[src/rtl/traffic_pkg.sv]
// Shared encodings for the intersection sequencer: state codes, lamp codes,
// interval width and the state-to-lamp decode.
package traffic_pkg;

  localparam int TIMER_W = 4;

  localparam logic [2:0] LAMP_RED = 3'b100;
  localparam logic [2:0] LAMP_YEL = 3'b010;
  localparam logic [2:0] LAMP_GRN = 3'b001;

  localparam logic [3:0] S_INIT   = 4'd0;
  localparam logic [3:0] S_MG     = 4'd1;
  localparam logic [3:0] S_MG_EXT = 4'd2;
  localparam logic [3:0] S_MY     = 4'd3;
  localparam logic [3:0] S_SG     = 4'd4;
  localparam logic [3:0] S_SG_EXT = 4'd5;
  localparam logic [3:0] S_SY     = 4'd6;
  localparam logic [3:0] S_WALK   = 4'd7;
  localparam logic [3:0] S_CLR    = 4'd8;

  // {main[2:0], side[2:0], walk}
  typedef logic [6:0] lamps_t;

  localparam lamps_t LAMPS_ALL_RED = {LAMP_RED, LAMP_RED, 1'b0};

  function automatic lamps_t lamps_for(input logic [3:0] s);
    case (s)
      S_MG, S_MG_EXT: lamps_for = {LAMP_GRN, LAMP_RED, 1'b0};
      S_MY:           lamps_for = {LAMP_YEL, LAMP_RED, 1'b0};
      S_SG, S_SG_EXT: lamps_for = {LAMP_RED, LAMP_GRN, 1'b0};
      S_SY:           lamps_for = {LAMP_RED, LAMP_YEL, 1'b0};
      S_WALK:         lamps_for = {LAMP_RED, LAMP_RED, 1'b1};
      default:        lamps_for = LAMPS_ALL_RED;
    endcase
  endfunction

endpackage

[src/rtl/traffic_light_controller_request_latch.sv]
// Set/clear request latch; set wins when both arrive in the same cycle.
module request_latch (
  input  logic clock,
  input  logic reset_sync,
  input  logic set_req,
  input  logic clr_req,
  output logic latched
);

  logic latched_q;
  logic latched_d;

  // next-state: set has priority over clear
  always_comb begin
    latched_d = latched_q;
    if (set_req) begin
      latched_d = 1'b1;
    end else if (clr_req) begin
      latched_d = 1'b0;
    end else begin
      latched_d = latched_q;
    end
  end

  // latch register with synchronous active-low reset
  always_ff @(posedge clock) begin
    if (!reset_sync) begin
      latched_q <= 1'b0;
    end else begin
      latched_q <= latched_d;
    end
  end

  assign latched = latched_q;

endmodule

[src/rtl/traffic_light_controller.sv]
// Two-road intersection sequencer with pedestrian walk phase.
// Optional all-red clearance phase after each yellow: ALL_RED_CLEAR_EN.
module traffic_light_controller
  import traffic_pkg::*;
#(
  parameter logic [TIMER_W-1:0] T_BASE = 4'd6,
  parameter logic [TIMER_W-1:0] T_EXT  = 4'd3,
  parameter logic [TIMER_W-1:0] T_YEL  = 4'd2
) (
  input  logic               clock,
  input  logic               reset_sync,
  input  logic               sensor,
  input  logic               walk_request,
  input  logic               expired,
  output logic               start_timer,
  output logic [TIMER_W-1:0] value,
  output logic [2:0]         main_lights,
  output logic [2:0]         side_lights,
  output logic               walk
);

  logic [3:0]         state_q, state_d;
  logic               armed_q, armed_d;
  logic               start_timer_q, start_timer_d;
  logic [TIMER_W-1:0] value_q, value_d;
  lamps_t             lamps_q, lamps_d;
  logic               fire_s;
  logic               enter_s;
  logic               walk_pending_s;
  logic               walk_clr_s;

  function automatic logic [TIMER_W-1:0] interval_for(input logic [3:0] s);
    case (s)
      S_MG, S_SG:                 interval_for = T_BASE;
      S_MG_EXT, S_SG_EXT, S_WALK: interval_for = T_EXT;
      S_MY, S_SY:                 interval_for = T_YEL;
      S_CLR:                      interval_for = 4'd1;
      default:                    interval_for = 4'd0;
    endcase
  endfunction

  // An expiry still high from the previous interval must not count while the
  // timer is being reloaded, nor in the cycle right after.
  assign fire_s = expired & armed_q & ~start_timer_q;

`ifdef ALL_RED_CLEAR_EN
  logic from_side_q, from_side_d;

  // remembers which yellow led into the clearance phase
  always_comb begin
    from_side_d = from_side_q;
    if (fire_s && (state_q == S_SY)) begin
      from_side_d = 1'b1;
    end else if (fire_s && (state_q == S_MY)) begin
      from_side_d = 1'b0;
    end else begin
      from_side_d = from_side_q;
    end
  end

  // clearance-origin register
  always_ff @(posedge clock) begin
    if (!reset_sync) begin
      from_side_q <= 1'b0;
    end else begin
      from_side_q <= from_side_d;
    end
  end
`endif

  // state transition logic
  always_comb begin
    state_d = state_q;
    case (state_q)
      S_INIT:   state_d = S_MG;
      S_MG:     if (fire_s) state_d = sensor ? S_MG_EXT : S_MY; else state_d = state_q;
      S_MG_EXT: if (fire_s) state_d = S_MY; else state_d = state_q;
`ifdef ALL_RED_CLEAR_EN
      S_MY:     if (fire_s) state_d = S_CLR; else state_d = state_q;
      S_SY:     if (fire_s) state_d = S_CLR; else state_d = state_q;
      S_CLR: begin
        if (fire_s) begin
          if (from_side_q) state_d = walk_pending_s ? S_WALK : S_MG;
          else             state_d = S_SG;
        end else begin
          state_d = state_q;
        end
      end
`else
      S_MY:     if (fire_s) state_d = S_SG; else state_d = state_q;
      S_SY:     if (fire_s) state_d = walk_pending_s ? S_WALK : S_MG; else state_d = state_q;
`endif
      S_SG:     if (fire_s) state_d = sensor ? S_SG_EXT : S_SY; else state_d = state_q;
      S_SG_EXT: if (fire_s) state_d = S_SY; else state_d = state_q;
      S_WALK:   if (fire_s) state_d = S_MG; else state_d = state_q;
      default:  state_d = S_INIT;
    endcase
  end

  // output values are decoded from the next state so they line up with it
  always_comb begin
    enter_s       = (state_d != state_q);
    start_timer_d = enter_s;
    value_d       = enter_s ? interval_for(state_d) : value_q;
    lamps_d       = lamps_for(state_d);
    armed_d       = ~start_timer_q;
    walk_clr_s    = enter_s & (state_d == S_WALK);
  end

  // state and registered outputs
  always_ff @(posedge clock) begin
    if (!reset_sync) begin
      state_q       <= S_INIT;
      armed_q       <= 1'b0;
      start_timer_q <= 1'b0;
      value_q       <= 4'd0;
      lamps_q       <= LAMPS_ALL_RED;
    end else begin
      state_q       <= state_d;
      armed_q       <= armed_d;
      start_timer_q <= start_timer_d;
      value_q       <= value_d;
      lamps_q       <= lamps_d;
    end
  end

  request_latch u_walk_latch (
    .clock      (clock),
    .reset_sync (reset_sync),
    .set_req    (walk_request),
    .clr_req    (walk_clr_s),
    .latched    (walk_pending_s)
  );

  assign start_timer = start_timer_q;
  assign value       = value_q;
  assign {main_lights, side_lights, walk} = lamps_q;

endmodule
[config.mk]
export PLATFORM = sky130hd
export DESIGN_NAME = traffic_light_controller
export DESIGN_NICKNAME = d
export VERILOG_FILES = /design/src/rtl/traffic_pkg.sv /design/src/rtl/traffic_light_controller_request_latch.sv /design/src/rtl/traffic_light_controller.sv
export SDC_FILE = /design/constraint.sdc
export NUM_CORES = 1
export LEC_CHECK = 0
export CAP_MARGIN = 40
export CORE_UTILIZATION = 30
export CTS_CLUSTER_DIAMETER = 120
export DETAILED_ROUTE_END_ITERATION = 6
export SYNTH_ARGS = -nofsm -noshare
export SYNTH_HDL_FRONTEND = slang
export SYNTH_SLANG_ARGS = --single-unit
[constraint.sdc]
create_clock -name clock -period 3.1 [get_ports clock]
set_clock_uncertainty 0.2 [all_clocks]
set_input_delay 0.31 -clock clock [delete_from_list [all_inputs] [get_ports clock]]
set_output_delay 0.31 -clock clock [all_outputs]
set_load 0.01 [all_outputs]
==> results by group <==
Timing
  • Fin Setup TNS: 0 ps
  • Unrepaired setup endpoints after global routing: false
  • Pins over their slew limit: 0
  • Final critical-path share of the clock period: 0.609
  • Max Fclk: 0.529 GHz
  • Final hold slack: 280 ps
  • Post-route minimum period: 1890 ps
  • Final hold violation count: 0
  • Setup-failing EPs final: 0

Setup path
  • Crit path DAT: 1930 ps
  • Worst-path maximum fanout: 9
  • WP data required: 3140 ps
  • CP Launch Type: input port
  • WS Path Type: input port to flip-flop
  • Critical path endpoint category: flip-flop

Floorplanning
  • Die height: 53.9 microns
  • Full die area: 0.00290 sq mm
  • Num ports: 17
  • Rows: 18
  • Die width: 53.9 microns
  • Core Area: 0.00250 sq mm
  • Initial Util: 0.323

Synth
  • Distinct cells, synth: 45
  • Syn Area/Cell: 9.38 sq um
  • Synthesized area: 807 sq um
  • Register area share after synthesis: 0.422
  • Syn Inst Count: 86
  • Post-synth EDFFs: 0
  • Asr flop ratio synth: 0
  • Warnings from Yosys: 0
  • Synth Flop Type: dfxtp_1
  • FF+latch count, synth: 17

Detailed routing
  • Vias per cell: 5.01
  • Wire per inst: 12.0 microns
  • Remaining DRCs: 0
  • DR pass1 iterations: 4
  • Post-DRT Antenna Nets: 0
  • DRT Wirelength: 1550 microns
  • DRT iter0 DRCs: 9
  • Vias: 646

Clock network
  • Max clock buf depth: 2
  • Worst-path clk slew: 100 ps
  • Worst skew pair latency: 290 ps
  • Setup repair bufs after CTS: 0
  • CTS Hold Bufs: 0
  • Total CTS buffers: 3
  • Root Driver: clkbuf_4
  • Clk sinks: 17
  • PostCTS Resize Cnt: 0
  • CTS tree: yes
  • H-tree Lvls: 1

GRT
  • Antenna violations before repair: 0
  • All-Layer GR Usage: 0.133
  • Vias in the first global route: 616
  • Largest net degree at the start of global routing: 14
  • Grt total ovfl: 0
  • First-pass GRT wire length: 2740 microns

Pwr
  • Power density cells: 407 mW/mm^2
  • Switching power: 0.0990 mW
  • Lkg Pwr: 0.368 nW
  • Combinational share of power: 0.116
  • Clock group share of total power: 0.297
  • Sequential Power Share: 0.587
  • Worst vdd ir: 277 uV
  • Internal power: 0.298 mW
  • Total power draw: 0.397 mW
  • Sw frac: 0.249

Layout
  • Reg area: 340 sq um
  • Layout area overhead: 21.1%
  • Nets: 105
  • Most frequent cells in the layout: dfxtp_1 (17), clkdlybuf4s50_1 (15), nor2_1 (6)
  • Multi-input gate area: 407 sq um
  • Share of layout cells above drive strength 1: 0.131
  • Filler instances: 251
  • Commonest non-fill, non-tap cell in the layout: dfxtp_1
  • Finished Core Util: 0.391
  • # diodes: 0

Placement
  • Routability Congestion: 0.739
  • Port bufs: 15
  • Post-DP HPWL: 1140 microns

Flow run
  • Max_cap viols: 0

Outcome
  • Status: complete, no violations

Min path
  • Hold crit path type: flip-flop to flip-flop
-- power groups by stage --
stage                     registers, mW  clock network, mW  logic (mW)
after detailed placement          0.238                  0      0.0463
after floorplan                   0.238                  0      0.0286
final                             0.233              0.118      0.0462
after global routing              0.234              0.133      0.0514
after CTS                         0.233              0.122      0.0465
after global placement            0.238                  0      0.0457
-- flip-flops by register name, indices dropped and copies added, names as in the netlist --
signal / flops
armed_q: 1
lamps_q: 7
start_timer: 1
state_q: 4
u_walk_latch.latched: 1
value: 3
-- synthesized netlist by cell type, drive strengths merged (2+ instances only) --
| library cell | count | area [sq um] |
|---|---|---|
| nand2 | 5 | 18.8 |
| a21oi | 3 | 18.8 |
| a31oi | 3 | 40.0 |
| and3 | 4 | 26.3 |
| nor2 | 6 | 22.5 |
| o21ai | 4 | 20.0 |
| and2 | 3 | 18.8 |
| dfxtp | 17 | 340 |
| nand2b | 2 | 12.5 |
| o211ai | 2 | 20.0 |
| buf | 6 | 45.0 |
| inv | 3 | 11.3 |
| nand3 | 4 | 20.0 |
-- per-layer routing --
layer  vias to the layer above  global-route usage  routed length (microns)  share of wire
met5                         -                   0                        0              0
met4                         0              0.0789                       42          0.027
met3                         5              0.0339                       78          0.050
met2                        15               0.187                      673           0.44
met1                       300               0.181                      749           0.48
li1                        326                   -                        -              -
-- through the flow --
step | setup slack [ps] | cell area [sq um] | cells
2_1_floorplan | 1450 | 811 | 87
3_3_place_gp | 929 | 950 | 125
3_5_place_dp | 908 | 950 | 125
4_1_cts | 1220 | 977 | 129
5_1_grt | 1030 | 977 | 129
6_report | 1210 | 977 | 129
-- area by class of cell --
cell class / count / share of cell area
well taps: 30 / 0.0384
multi-input cells: 59 / 0.416
repair buffers: 15 / 0.154
flip-flops and latches: 17 / 0.348
clock buffers: 3 / 0.0230
inverters: 4 / 0.0154
clock inverters: 1 / 0.00512
-- final timing paths --
path / from / end / slack (ps) / depth (start not counted)
setup / recovery: expired / lamps_q[4] / 1210 / 6
hold / removal: value[2] / value[2] / 280 / 2
setup reg to reg: state_q[2] / lamps_q[4] / 1300 / 5
hold reg to reg: value[2] / value[2] / 280 / 2
-- worst max-delay path, cell delays in order --
cell and delay [ps]:
clkdlybuf4s50_1 470, and3b_1 350, o211ai_2 180, a31oi_4 280, xor2_1 170, and3_1 170
-- cells by family (layout without fill, tap and decap cells) --
kind of cell,count (synthesis),after routing,share of synthesized area
xor gates and xnor gates,1,1,0.0109
AOI/OAI and AO/OA,21,21,0.231
DFF,17,17,0.422
muxes,1,1,0.0124
other,1,2,0.00465
and+or+nand+nor,34,34,0.240
buffers and inverters,11,23,0.0791
Power figures use the tool's default switching activity.
==> RTL change 1 (same flow settings) <==
Add a define of `ALL_RED_CLEAR_EN`.
--- a/src/rtl/traffic_light_controller.sv
+++ b/src/rtl/traffic_light_controller.sv
@@ -1,5 +1,7 @@
 // Two-road intersection sequencer with pedestrian walk phase.
 // Optional all-red clearance phase after each yellow: ALL_RED_CLEAR_EN.
+`define ALL_RED_CLEAR_EN
+
 module traffic_light_controller
   import traffic_pkg::*;
 #(
Function: changed (a bounded check fails within 10 cycles, from zero or initial values and one cycle with reset_sync low).
==> RTL change 1 against the unedited design <==
First-iteration DRC count did not move. Sequential share of layout area down 2.5 points. Setup slack worse by 360 ps. Area after synthesis is 16% higher. Count of clock-buffer cells in the layout is 1 higher. Sequential cell count increased by 1. Critical path depth is the same. Hold slack better by 30 ps. Cell area is 14% higher. Routed wire length up 10%. Largest cell class unchanged.
Power is not compared: it rests on default switching activity, and its combinational part moved more than twofold at a synthesized area within 25%.
==> RTL change 1: results (changes against the unedited design) <==
| Metric | Value |
|---|---|
| Die area | 0.00334 mm² (was 0.00290 mm²) |
| Synth Instances | 98 (was 86) |
| Placement Cell Area | 0.00108 mm² (was 950 µm²) |
| XOR/XNOR share of the synthesized area | 2.82% (was 1.09%) |
| Relative slew slack | 59.6% |
| Worst R2R End | value[2] (was lamps_q[4]) |
| CP max FO | 11 (was 9) |
| Min-Delay Startpoint | start_timer (was value[2]) |
| Mux cell area share after synthesis | 2.28% (was 1.24%) |
| Initial drt markers | 9 (unchanged) |
| Vias in the first global route | 684 (was 616) |
| Initial antenna violation count | 0 (unchanged) |
| Average wire per standard cell | 11.9 µm (was 12.0 µm) |
| Final WS setup | 855 ps (was 1210 ps) |
| Largest net degree at the start of global routing | 12 (was 14) |
| Hold endpoint | armed_q (was value[2]) |
| Largest reg by FF count | lamps_q (unchanged) |
| R2R depth | 6 (was 5) |
| Peak VDD IR | 0.000237 V |
| Post-CTS setup buffers | 0 (unchanged) |
| Top cells by area, synth | dfxtp_1 (39%), nor2_1 (5.2%), o32ai_4 (2.9%), nand2_1 (2.8%), a21oi_1 (2.7%) (was dfxtp_1 (42%), buf_6 (2.8%), nor2_1 (2.8%), a31oi_4 (2.6%), nand3_1 (2.5%)) |
| Worst hold margin | 310 ps (was 280 ps) |
| Cells on Worst Hold Path | 1 (was 2) |
| Non-Filler Instances | 143 (was 129) |
| Sequential share of the synthesized area | 38.6% (was 42.2%) |
| # fillers | 300 (was 251) |
| Critical Path Start | state_q[2] (was expired) |
| Crit path to | value[2] (was lamps_q[4]) |
| CTS max path bufs | 2 (unchanged) |
| Post_cts resized | 0 (unchanged) |
| CTS Buf Count | 3 (unchanged) |
| Pre-CTS WS | 583 ps (was 908 ps) |
| Vias per cell | 4.90 (was 5.01) |
| Ys async rst share | 0% (unchanged) |
| Compound-Gate Fraction of Synth Area | 20.8% (was 23.1%) |
| Synth cell count leaders | dfxtp_1 (18), nor2_1 (13), nand2_1 (7) (was dfxtp_1 (17), nor2_1 (6), nand2_1 (5)) |
| Post-Synth Adder-Cell Area | 1.21% (was 0%) |
| Biggest cell delay along the critical path | 610 ps (was 470 ps) |
| Final #Nets | 118 (was 105) |
| Signal arrival time at the worst endpoint | 2230 ps (was 1930 ps) |
| Slowest stage cell, crit path | dfxtp_1 (was clkdlybuf4s50_1) |
| Placed cells | 139 (was 125) |
| Share of cells above drive strength 1 | 11.6% (was 13.1%) |
| Dpl hpwl | 1320 µm (was 1140 µm) |
| First-pass GRT wire length | 2960 µm (was 2740 µm) |
| Routability cong. | 0.771 (was 0.739) |
| Status | completed (unchanged) |
| Clk Latency, worst-skew pair | 280 ps |
| Library cells used by synthesis | 39 (was 45) |
| All-Layer GR Usage | 11.5% (was 13.3%) |
| Delay-heaviest family, CP | flip-flops (was simple AND/OR/NAND/NOR gates) |
RTL change 1: area by class of cell:
type | instances | area (µm²) | share of cell area [%]
clock buffers | 4 | 36.3 | 3.26
repair buffers | 15 | 150 | 13.5
well taps | 31 | 38.8 | 3.48
inverters | 3 | 11.3 | 1.01
flip-flops and latches | 18 | 360 | 32.4
multi-input cells | 72 | 517 | 46.4
RTL change 1: metal layers:
metal  global-route usage (%)  share of wire, %  wire length, µm
met1                     14.9                50              849
met2                     18.4                48              812
met3                     1.34              0.59               10
met4                     7.14               1.6               27
met5                        0                 0                0
RTL change 1: where the power goes:
group | switching (mW) | internal, mW | total [mW]
registers | 0.0178 | 0.247 | 0.265
clock network | 0.0660 | 0.0714 | 0.137
logic | 0.0512 | 0.0609 | 0.112
total | 0.135 | 0.379 | 0.514
RTL change 1: kinds of logic after synthesis:
kind of cell	Yosys count
muxes	2
and+or+nand+nor	44
AOI/OAI and AO/OA	21
adders and majority gates	1
buffers and inverters	8
other	1
DFF	18
xor gates and xnor gates	3
==> RTL change 2 (same flow settings) <==
Made on the original files. Register the inputs `sensor`, `walk_request` and `expired` before use, cleared by the reset. The logic sees them one clock later.
--- a/src/rtl/traffic_light_controller.sv
+++ b/src/rtl/traffic_light_controller.sv
@@ -18,6 +18,22 @@
   output logic [2:0]         side_lights,
   output logic               walk
 );
+
+  logic sensor_q;
+  logic walk_request_q;
+  logic expired_q;
+
+  always_ff @(posedge clock) begin
+    if (!reset_sync) begin
+      sensor_q       <= '0;
+      walk_request_q <= '0;
+      expired_q      <= '0;
+    end else begin
+      sensor_q       <= sensor;
+      walk_request_q <= walk_request;
+      expired_q      <= expired;
+    end
+  end
 
   logic [3:0]         state_q, state_d;
   logic               armed_q, armed_d;
@@ -41,7 +57,7 @@
 
   // An expiry still high from the previous interval must not count while the
   // timer is being reloaded, nor in the cycle right after.
-  assign fire_s = expired & armed_q & ~start_timer_q;
+  assign fire_s = expired_q & armed_q & ~start_timer_q;
 
 `ifdef ALL_RED_CLEAR_EN
   logic from_side_q, from_side_d;
@@ -73,7 +89,7 @@
     state_d = state_q;
     case (state_q)
       S_INIT:   state_d = S_MG;
-      S_MG:     if (fire_s) state_d = sensor ? S_MG_EXT : S_MY; else state_d = state_q;
+      S_MG:     if (fire_s) state_d = sensor_q ? S_MG_EXT : S_MY; else state_d = state_q;
       S_MG_EXT: if (fire_s) state_d = S_MY; else state_d = state_q;
 `ifdef ALL_RED_CLEAR_EN
       S_MY:     if (fire_s) state_d = S_CLR; else state_d = state_q;
@@ -90,7 +106,7 @@
       S_MY:     if (fire_s) state_d = S_SG; else state_d = state_q;
       S_SY:     if (fire_s) state_d = walk_pending_s ? S_WALK : S_MG; else state_d = state_q;
 `endif
-      S_SG:     if (fire_s) state_d = sensor ? S_SG_EXT : S_SY; else state_d = state_q;
+      S_SG:     if (fire_s) state_d = sensor_q ? S_SG_EXT : S_SY; else state_d = state_q;
       S_SG_EXT: if (fire_s) state_d = S_SY; else state_d = state_q;
       S_WALK:   if (fire_s) state_d = S_MG; else state_d = state_q;
       default:  state_d = S_INIT;
@@ -127,7 +143,7 @@
   request_latch u_walk_latch (
     .clock      (clock),
     .reset_sync (reset_sync),
-    .set_req    (walk_request),
+    .set_req    (walk_request_q),
     .clr_req    (walk_clr_s),
     .latched    (walk_pending_s)
   );
Check against the original RTL: not equivalent (Yosys sat finds a counterexample within 10 cycles, from zero or initial values and one cycle with reset_sync low).
==> RTL change 2 against the unedited design <==
Setup slack worse by 210 ps. Count of clock-buffer cells in the layout up 1. Area after synthesis unchanged. Maximum frequency down 10%. Power up 17%. Sequential cell count up 3. Clock power up 27%. Routed wire length unchanged. Cell area up 2.9%.
==> RTL change 2: results (changes against the unedited design) <==
| Metric | Value |
|---|---|
| Status | completed (unchanged) |
| Root buf cell | clkbuf_4 (unchanged) |
| Sequential share of the synthesized area | 49.6% (was 42.2%) |
| Signal arrival time at the worst endpoint | 2100 ps (was 1930 ps) |
| Synth top area share | 49.6% (was 42.2%) |
| First-pass GRT wire length | 2570 µm (was 2740 µm) |
| Clock transition at path regs | 110 ps |
| Ys async rst share | 0% (unchanged) |
| # fillers | 255 (was 251) |
| Peak VDD IR | 0.000269 V (was 0.000277 V) |
| PortBufs | 15 (unchanged) |
| Synth warnings | 0 (unchanged) |
| Ant. Diodes | 0 (unchanged) |
| Top cells by area, synth | dfxtp_1 (50%), nor2_1 (6.0%), and2_1 (3.1%), nor3_1 (3.1%), a21o_1 (2.8%) (was dfxtp_1 (42%), buf_6 (2.8%), nor2_1 (2.8%), a31oi_4 (2.6%), nand3_1 (2.5%)) |
| Largest net degree at the start of global routing | 12 (was 14) |
| Post-Synth Adder-Cell Area | 0% (unchanged) |
| CP max FO | 9 (unchanged) |
| Area leader, netlist | dfxtp_1 (unchanged) |
| CTS Buf Count | 3 (unchanged) |
| R2R depth | 5 (unchanged) |
| CP Class | flip-flop to flip-flop (was input pin to flip-flop) |
| Crit path to | u_walk_latch.latched (was lamps_q[4]) |
| Critical R2R Launch | state_q[0] (was state_q[2]) |
| Routability cong. | 0.838 (was 0.739) |
| Vias per cell | 4.96 (was 5.01) |
| Final #Nets | 113 (was 105) |
| Leak pwr | 0.383 nW (was 0.368 nW) |
| Share of cells above drive strength 1 | 5.61% (was 13.1%) |
| Max FFs per register | 7 (unchanged) |
| All-Layer GR Usage | 13.0% (was 13.3%) |
| Initial drt markers | 25 (was 9) |
| Synth cell count leaders | dfxtp_1 (20), nor2_1 (13), nor3_1 (5) (was dfxtp_1 (17), nor2_1 (6), nand2_1 (5)) |
| Pre-CTS WS | 1020 ps (was 908 ps) |
| Library cells used by synthesis | 34 (was 45) |
| WL final | 1550 µm (unchanged) |
| Placed cells | 133 (was 125) |
| Hold Crit Class | flip-flop to flip-flop (unchanged) |
| CTS max path bufs | 2 (unchanged) |
| Mean Syn Cell Area | 8.77 µm² (was 9.38 µm²) |
| Reg2reg setup slack | 1000 ps (was 1300 ps) |
| Clk Latency, worst-skew pair | 300 ps |
| Post-CTS setup buffers | 0 (unchanged) |
| Largest reg by FF count | lamps_q (unchanged) |
| Initial antenna violation count | 0 (unchanged) |
| XOR/XNOR share of the synthesized area | 1.09% (unchanged) |
| TritonRoute pass-1 iters | 4 (unchanged) |
| Vias in the first global route | 597 (was 616) |
| Htree depth | 1 (unchanged) |
| Post_cts resized | 0 (unchanged) |
| Mux cell area share after synthesis | 0% (was 1.24%) |
| Non-Filler Instances | 137 (was 129) |
| Compound-Gate Fraction of Synth Area | 16.4% (was 23.1%) |
| Period utilization | 67.8% (was 60.9%) |
[RTL change 2: worst min path at each step]
stage / from / to / slack, ps / cells after the start
floorplan: reset_sync / expired_q / 230 / 1
global placement: start_timer / armed_q / 250 / 1
detailed placement: start_timer / armed_q / 260 / 1
CTS: start_timer / armed_q / 290 / 1
global route: value[1] / value[1] / 300 / 2
finish: value[1] / value[1] / 280 / 2
[RTL change 2: routing by layer]
metal	track usage [%]	routed length [µm]	vias to the layer above
li1	-	-	344
met5	0	0	-
met2	18.7	673	17
met4	10.1	52	0
met1	16.7	758	312
met3	2.54	60	7
[RTL change 2: final cells by class]
class / instances / area [µm²] / area share [%]
multi-input cells: 65 / 370 / 36.8
clock buffers: 4 / 36.3 / 3.61
repair buffers: 15 / 150 / 14.9
inverters: 3 / 11.3 / 1.12
flip-flops and latches: 20 / 400 / 39.8
well taps: 30 / 37.5 / 3.73
[RTL change 2: kinds of logic (layout without fill, tap and decap cells)]
family	after synthesis	in the layout
AND/OR/NAND/NOR	41	41
AO/OA/AOI/OAI	21	21
flip-flops	20	20
buffers and inverters	8	22
other	1	2
XOR/XNOR	1	1
[RTL change 2: power by group]
part / switching, mW / internal (mW) / total (mW)
combinational: 0.0192 / 0.0217 / 0.0409
sequential: 0.00716 / 0.266 / 0.274
clock: 0.0786 / 0.0716 / 0.150
total: 0.105 / 0.360 / 0.465
[RTL change 2: worst max-delay path: stages (launching register included)]
cell and delay (ps):
dfxtp_1 480, and4b_1 270, o32ai_1 90, or3_4 400, or3_1 320, o31a_1 230
[RTL change 2: through the flow]
| stage | power (mW) | area [µm²] |
|---|---|---|
| 4_1_cts | 0.468 | 1010 |
| 5_1_grt | 0.488 | 1010 |
| 3_3_place_gp | 0.320 | 970 |
| 2_1_floorplan | 0.303 | 811 |
| 6_report | 0.465 | 1010 |
| 3_5_place_dp | 0.320 | 970 |
